## config.mk

```make
export PLATFORM = sky130hd
export DESIGN_NAME = mant_align_pipe
export DESIGN_NICKNAME = d
export VERILOG_FILES = /design/src/rtl/mant_align_pipe_pkg.sv /design/src/rtl/mant_align_pipe_lane_shift_sticky.sv /design/src/rtl/mant_align_pipe.sv
export SDC_FILE = /design/constraint.sdc
export NUM_CORES = 1
export LEC_CHECK = 0
export ABC_AREA = 1
export CORE_MARGIN = 3
export CORE_UTILIZATION = 36
export DETAILED_ROUTE_END_ITERATION = 10
export PLACE_DENSITY_LB_ADDON = 0.2
export SLEW_MARGIN = 20
export SYNTH_ARGS = -nofsm -noshare
export SYNTH_HDL_FRONTEND = slang
export SYNTH_SLANG_ARGS = --single-unit
```

## constraint.sdc

```tcl
create_clock -name clk -period 1.8 [get_ports clk]
set_input_delay 0.27 -clock clk [delete_from_list [all_inputs] [get_ports clk]]
set_output_delay 0.27 -clock clk [all_outputs]
set_load 0.05 [all_outputs]
```

## src/rtl/mant_align_pipe_pkg.sv

```systemverilog
// -----------------------------------------------------------------------------
// mant_align_pipe_pkg
//   Shared GEMM datapath constants for the mantissa alignment pipe: the lane
//   count, the default per-lane exponent/mantissa/guard widths, and helper
//   functions that derive the magnitude width (A) and the signed lane width (W)
//   from the mantissa and guard widths.
//   No ports (package).
// -----------------------------------------------------------------------------
package mant_align_pipe_pkg;

   // Lanes in the GEMM datapath.
   localparam int LANES = 4;

   // Default per-lane field widths.
   localparam int EXP_WIDTH_DEF   = 4;
   localparam int MAN_WIDTH_DEF   = 3;
   localparam int GUARD_WIDTH_DEF = 3;

   // Magnitude width: hidden bit + stored mantissa + guard bits.
   function automatic int mag_width(input int man_w, input int guard_w);
      return 1 + man_w + guard_w;
   endfunction

   // Signed lane width: magnitude plus a sign bit for two's complement.
   function automatic int lane_width(input int man_w, input int guard_w);
      return mag_width(man_w, guard_w) + 1;
   endfunction

endpackage

```

## src/rtl/mant_align_pipe_lane_shift_sticky.sv

```systemverilog
// -----------------------------------------------------------------------------
// lane_shift_sticky
//   Combinational per-lane alignment: restores the hidden bit, right-shifts the
//   magnitude by the exponent offset and folds every shifted-out bit into the
//   result LSB as a sticky bit.
//   Ports:
//     lane_exp_i  [EXP_W-1:0]  raw lane exponent (0 = zero/subnormal lane)
//     lane_man_i  [MAN_W-1:0]  stored mantissa, hidden bit excluded
//     shift_i     [EXP_W-1:0]  unsigned right-shift amount
//     mag_o       [MAG_W-1:0]  aligned magnitude with sticky merged in LSB
// -----------------------------------------------------------------------------
module lane_shift_sticky
   import mant_align_pipe_pkg::*;
#(
   parameter int EXP_W   = EXP_WIDTH_DEF,
   parameter int MAN_W   = MAN_WIDTH_DEF,
   parameter int GUARD_W = GUARD_WIDTH_DEF
) (
   input  logic [EXP_W-1:0]                       lane_exp_i,
   input  logic [MAN_W-1:0]                       lane_man_i,
   input  logic [EXP_W-1:0]                       shift_i,
   output logic [mag_width(MAN_W, GUARD_W)-1:0]   mag_o
);

   localparam int MAG_W = mag_width(MAN_W, GUARD_W);

   logic             hidden_s;
   logic             in_range_s;
   logic [EXP_W-1:0] shift_amt_s;
   logic [MAG_W-1:0] mag_in_s;
   logic [MAG_W-1:0] shifted_s;
   logic [MAG_W-1:0] lost_mask_s;
   logic             sticky_s;

   assign hidden_s   = |lane_exp_i;
   assign mag_in_s   = {hidden_s, lane_man_i, {GUARD_W{1'b0}}};
   assign in_range_s = (32'(shift_i) < 32'(MAG_W));

   // Out-of-range offsets are steered to a zero shift so the barrel shifter
   // only ever sees amounts below MAG_W; their result is chosen separately.
   assign shift_amt_s = in_range_s ? shift_i : {EXP_W{1'b0}};

   assign shifted_s   = mag_in_s >> shift_amt_s;
   // Ones in the positions that fall off the bottom of the shifter.
   assign lost_mask_s = ~({MAG_W{1'b1}} << shift_amt_s);
   assign sticky_s    = |(mag_in_s & lost_mask_s);

   // Select the lane result: zero lane, sticky-only, or shifted with sticky.
   always_comb begin
      mag_o = {MAG_W{1'b0}};
      if (!hidden_s) begin
         // Zero/subnormal lane: the offset is meaningless, contribute nothing.
         mag_o = {MAG_W{1'b0}};
      end else if (!in_range_s) begin
         // Everything shifted out; only the sticky survives.
         mag_o = {{(MAG_W-1){1'b0}}, 1'b1};
      end else begin
         mag_o = shifted_s | {{(MAG_W-1){1'b0}}, sticky_s};
      end
   end

endmodule

```

## src/rtl/mant_align_pipe.sv

```systemverilog
// -----------------------------------------------------------------------------
// mant_align_pipe
//   Two-stage pipelined mantissa alignment for the 4-lane GEMM datapath.
//   S1 registers the aligned magnitudes, signs and max_exp; S2 registers the
//   two's-complement lanes, which are the block outputs. Valid/ready on both
//   sides with full throughput and back-pressure.
//   Ports:
//     clk, rst_n          clock; synchronous active-low reset
//     in_valid/in_ready   input handshake
//     in_sign  [3:0]      lane signs
//     in_exp   [4*E-1:0]  raw lane exponents
//     in_man   [4*M-1:0]  stored lane mantissas
//     exp_offset_num      per-lane right-shift amounts
//     max_exp  [E-1:0]    shared block exponent
//     out_valid/out_ready output handshake
//     aligned_man [4*W-1:0] signed aligned lanes, lane i at [W*i +: W]
//     out_max_exp [E-1:0] max_exp travelling with the beat
// -----------------------------------------------------------------------------
module mant_align_pipe
   import mant_align_pipe_pkg::*;
#(
   parameter int expWidth   = EXP_WIDTH_DEF,
   parameter int manWidth   = MAN_WIDTH_DEF,
   parameter int guardWidth = GUARD_WIDTH_DEF
) (
   input  logic                                            clk,
   input  logic                                            rst_n,
   input  logic                                            in_valid,
   output logic                                            in_ready,
   input  logic [LANES-1:0]                                in_sign,
   input  logic [LANES*expWidth-1:0]                       in_exp,
   input  logic [LANES*manWidth-1:0]                       in_man,
   input  logic [LANES*expWidth-1:0]                       exp_offset_num,
   input  logic [expWidth-1:0]                             max_exp,
   output logic                                            out_valid,
   input  logic                                            out_ready,
   output logic [LANES*lane_width(manWidth, guardWidth)-1:0] aligned_man,
   output logic [expWidth-1:0]                             out_max_exp
);

   localparam int MAG_W  = mag_width(manWidth, guardWidth);
   localparam int LANE_W = lane_width(manWidth, guardWidth);

   // Handshake enables.
   logic s1_en_s;
   logic s2_en_s;

   // Combinational lane results.
   logic [LANES*MAG_W-1:0]  shifted_mag_s;
   logic [LANES*LANE_W-1:0] signed_man_s;

   // Stage 1 state.
   logic                    s1_valid_q,   s1_valid_d;
   logic [LANES*MAG_W-1:0]  s1_mag_q,     s1_mag_d;
   logic [LANES-1:0]        s1_sign_q,    s1_sign_d;
   logic [expWidth-1:0]     s1_max_exp_q, s1_max_exp_d;

   // Stage 2 state (block outputs).
   logic                    s2_valid_q,   s2_valid_d;
   logic [LANES*LANE_W-1:0] s2_man_q,     s2_man_d;
   logic [expWidth-1:0]     s2_max_exp_q, s2_max_exp_d;

   // A stage may load when it is empty or its contents move on this cycle.
   assign s2_en_s  = !s2_valid_q | out_ready;
   assign s1_en_s  = !s1_valid_q | s2_en_s;
   assign in_ready = s1_en_s;

   // Per-lane shift/sticky and sign conversion.
   for (genvar i = 0; i < LANES; i++) begin : g_lane
      logic [LANE_W-1:0] mag_ext_s;

      lane_shift_sticky #(
         .EXP_W   (expWidth),
         .MAN_W   (manWidth),
         .GUARD_W (guardWidth)
      ) u_shift (
         .lane_exp_i (in_exp[expWidth*i +: expWidth]),
         .lane_man_i (in_man[manWidth*i +: manWidth]),
         .shift_i    (exp_offset_num[expWidth*i +: expWidth]),
         .mag_o      (shifted_mag_s[MAG_W*i +: MAG_W])
      );

      assign mag_ext_s = {1'b0, s1_mag_q[MAG_W*i +: MAG_W]};

      // Negating a zero magnitude wraps back to zero, so -0 needs no special case.
      assign signed_man_s[LANE_W*i +: LANE_W] =
         s1_sign_q[i] ? (~mag_ext_s + {{(LANE_W-1){1'b0}}, 1'b1}) : mag_ext_s;
   end

   // Stage 1 next state: take a new beat when enabled, otherwise hold.
   always_comb begin
      s1_valid_d   = s1_valid_q;
      s1_mag_d     = s1_mag_q;
      s1_sign_d    = s1_sign_q;
      s1_max_exp_d = s1_max_exp_q;
      if (s1_en_s) begin
         s1_valid_d = in_valid;
         if (in_valid) begin
            s1_mag_d     = shifted_mag_s;
            s1_sign_d    = in_sign;
            s1_max_exp_d = max_exp;
         end else begin
            s1_mag_d     = s1_mag_q;
            s1_sign_d    = s1_sign_q;
            s1_max_exp_d = s1_max_exp_q;
         end
      end else begin
         s1_valid_d = s1_valid_q;
      end
   end

   // Stage 2 next state: take the S1 beat when enabled, otherwise hold.
   always_comb begin
      s2_valid_d   = s2_valid_q;
      s2_man_d     = s2_man_q;
      s2_max_exp_d = s2_max_exp_q;
      if (s2_en_s) begin
         s2_valid_d = s1_valid_q;
         if (s1_valid_q) begin
            s2_man_d     = signed_man_s;
            s2_max_exp_d = s1_max_exp_q;
         end else begin
            s2_man_d     = s2_man_q;
            s2_max_exp_d = s2_max_exp_q;
         end
      end else begin
         s2_valid_d = s2_valid_q;
      end
   end

   // Pipeline registers; reset discards any in-flight beats.
   always_ff @(posedge clk) begin
      if (!rst_n) begin
         s1_valid_q   <= 1'b0;
         s1_mag_q     <= {(LANES*MAG_W){1'b0}};
         s1_sign_q    <= {LANES{1'b0}};
         s1_max_exp_q <= {expWidth{1'b0}};
         s2_valid_q   <= 1'b0;
         s2_man_q     <= {(LANES*LANE_W){1'b0}};
         s2_max_exp_q <= {expWidth{1'b0}};
      end else begin
         s1_valid_q   <= s1_valid_d;
         s1_mag_q     <= s1_mag_d;
         s1_sign_q    <= s1_sign_d;
         s1_max_exp_q <= s1_max_exp_d;
         s2_valid_q   <= s2_valid_d;
         s2_man_q     <= s2_man_d;
         s2_max_exp_q <= s2_max_exp_d;
      end
   end

   assign out_valid   = s2_valid_q;
   assign aligned_man = s2_man_q;
   assign out_max_exp = s2_max_exp_q;

endmodule

```

==> results.sh <==
export IMPL_cap_violations=0
export IMPL_die_x_um=110
export IMPL_syn_area_per_cell_um2=6.74
export IMPL_ff2ff_setup_slack_ns=0.33
export IMPL_switching_share=0.319
export IMPL_grt_pass1_vias=3781
export IMPL_netlist_area_mm2=0.00392
export IMPL_post_synth_top_area_fraction=0.378
export IMPL_skew_ns=0.00682
export IMPL_io_buffers=93
export IMPL_layout_commonest_cell="nand2_1"
export IMPL_drc=0
export IMPL_track_usage=0.168
export IMPL_syn_inst=582
export IMPL_placed_cells=809
export IMPL_synth_seq_cells=74
export IMPL_holdCritStartpoint="s1_mag_q[20]"
export IMPL_slew_viol_final=0
export IMPL_gp_congestion=0.877
export IMPL_crit_path_end_kind="primary output"
export IMPL_path_delay_family="buffers and inverters"
export IMPL_pwr_density_cell_mw_per_mm2=732
export IMPL_grt_overflow=0
export IMPL_rsz0062_at_grt="no"
export IMPL_cp_max_fo=2
export IMPL_grt_max_degree=66
export IMPL_worstSetupPathType="reg2out"
export IMPL_fin_setup_tns_ns=0
export IMPL_yosysTopAreaCell="dfxtp_1"
export IMPL_p_seq_frac=0.465
export IMPL_p_leak_nw=2.63
export IMPL_setup_violations=0
export IMPL_cts_tree="done"
export IMPL_wl_per_cell_um=12.2
export IMPL_tightestPinTransition_ns=0.512
export IMPL_nets=744
export IMPL_hold_violations=0
export IMPL_cts_num_sinks=74
export IMPL_min_path_cells=2
export IMPL_firstDrtPassIters=4
export IMPL_insertedDiodeCount=0
export IMPL_initial_core_util=0.375
export IMPL_combPwrFrac=0.248
export IMPL_critPathMaxStageDelay_ns=0.80
export IMPL_max_slew_margin=0.658
export IMPL_timing_final_ws_setup_ns=0.0492
export IMPL_p_sw_mw=1.24
export IMPL_internal_power_mw=2.64
export IMPL_cts_root_buf="clkbuf_8"
export IMPL_cts_made_buffers=9
export IMPL_postPlaceCellArea_mm2=0.00508
export IMPL_rows=37
export IMPL_ys_warn_count=0
export IMPL_r2r_start="s1_mag_q[7]"
export IMPL_cts_reportedPaths_clkPinSlew_ns=0.07
export IMPL_grt_pass1_wl_um=16500
export IMPL_syn_nets=642
export IMPL_core_mm2=0.0105
export IMPL_antenna_found_initial=0
export IMPL_cts_hold_buf=0
export IMPL_place_ws_ns=-0.0524
export IMPL_min_to="s1_mag_q[20]"
export IMPL_clk_path_buf_depth=2
export IMPL_hp_class="reg2reg"
export IMPL_fp_dieH_um=110
export IMPL_worst_setup_path_start_kind="flop"
export IMPL_cpMaxStageDelayCell="clkdlybuf4s50_1"
export IMPL_reg2reg_depth=8
export IMPL_dp_hpwl_um=7650
export IMPL_clock_latency_ns=0.34
export IMPL_synthToLayoutAreaGrowth_pct=35.0
export IMPL_htree_levels=3
export IMPL_drive_gt1_frac=0.103
export IMPL_crit_buf_inv=1
export IMPL_ios=94
export IMPL_crit_arrival_ns=1.48
export IMPL_vdd_drop_max_uv=423
export IMPL_synth_seq_area_share=0.378
export IMPL_drt_iter0_drc=136
export IMPL_crit_chain="clkdlybuf4s50_1"
export IMPL_postLayoutCellArea_mm2=0.00529
export IMPL_num_vias=4109
export IMPL_min_period_ns=1.75
export IMPL_wirelength_um=10100
export IMPL_whs_ns=0.468
export IMPL_instances_no_fill=825
export IMPL_cts_setup_buffers=0
export IMPL_post_route_period_util=0.973
export IMPL_synth_edf_count=0
export IMPL_status="complete, no violations"
export IMPL_layout_common_cells="128 x nand2_1, 73 x dfxtp_1, 69 x a21oi_1"
export IMPL_cp_required_ns=1.53
export IMPL_synth_cell_types=29
export IMPL_drtAntennaViolNets=0
export IMPL_synth_ff_type="dfxtp_1"
export IMPL_die_area_mm2=0.0122
export IMPL_r2r_end="aligned_man[14]"
export IMPL_synth_area_leaders="dfxtp_1 38%, nand2_1 12%, a21oi_1 8.8%, nor2_1 6.4%, inv_1 5.6%"
export IMPL_timing_fmax_mhz=571
export IMPL_synthArstFlopShare=0
export IMPL_routed_via_density=4.98
export IMPL_clkPwrFrac=0.287
[power by group through the flow]
stage | Combinational, mW | Clock, mW | Sequential, mW
floorplan | 0.411 | 0 | 2.02
global placement | 0.959 | 0 | 1.84
detailed placement | 0.970 | 0 | 1.84
CTS | 0.971 | 1.16 | 1.80
global route | 1.06 | 1.22 | 1.81
finish | 0.962 | 1.11 | 1.80
[stage by stage]
step                utilization  power (mW)
floorplan                     -        2.43
global placement          0.486        2.80
detailed placement        0.486        2.81
CTS                       0.501        3.93
global route              0.506        4.09
finish                    0.506        3.88
[what timing repair did]
item / CTS / global route
pin swaps: 0 / 0
hold endpoints to repair: 0 / 0
endpoints found under the setup margin: 3 / 19
gates resized for setup: 3 / 19
[flip-flops by register name (all words and copies together) (netlist names)]
signal,flops
aligned_man,32
s1_max_exp_q,4
s1_valid_q,1
s1_sign_q,4
s1_mag_q,28
out_max_exp,4
out_valid,1
[cell families (layout without fill, tap and decap cells)]
logic type / count (synthesis) / count (layout) / synth area share
simple gates: 256 / 256 / 0.287
compound gates: 148 / 148 / 0.208
buf+inv: 88 / 195 / 0.0877
flops: 74 / 74 / 0.378
xor+xnor: 12 / 12 / 0.0268
fa+ha+maj: 4 / 4 / 0.0128
[routing by layer]
layer,share of wire,vias to the layer above,global-route usage
met1,0.47,1856,0.207
met3,0.055,10,0.0460
met2,0.47,112,0.293
li1,-,2131,-
met4,0.0087,0,0.0378
met5,0,-,0
[synthesized netlist by cell type (all sizes together), types with 8 or more instances]
cell type and count:
nor2 69, o221ai 8, o21ai 51, inv 66, nand3 33, nand2 133, dfxtp 74, clkbuf 11
a21oi 70, nor3 10, xor2 11, buf 10, nand4 10
[layout make-up]
cell class | instances | area [um2]
Fill cell | 1063 | 5170
Multi-Input combinational cell | 420 | 2100
Sequential cell | 74 | 1480
Timing Repair Buffer | 112 | 1120
Inverter | 67 | 253
Tap cell | 136 | 170
Clock buffer | 13 | 149
Clock inverter | 3 | 15.0
[worst max path at each step]
stage,start,to,slack (ns),cells after the start
floorplan,out_valid,s1_mag_q[5],0.23,9
global placement,out_ready,s1_mag_q[17],-0.04,9
detailed placement,out_ready,s1_mag_q[19],-0.05,9
CTS,aligned_man[7],aligned_man[7],0.002,1
global route,aligned_man[16],aligned_man[16],0.0005,1
finish,aligned_man[6],aligned_man[6],0.05,1
(Power assumes the default switching activity.)
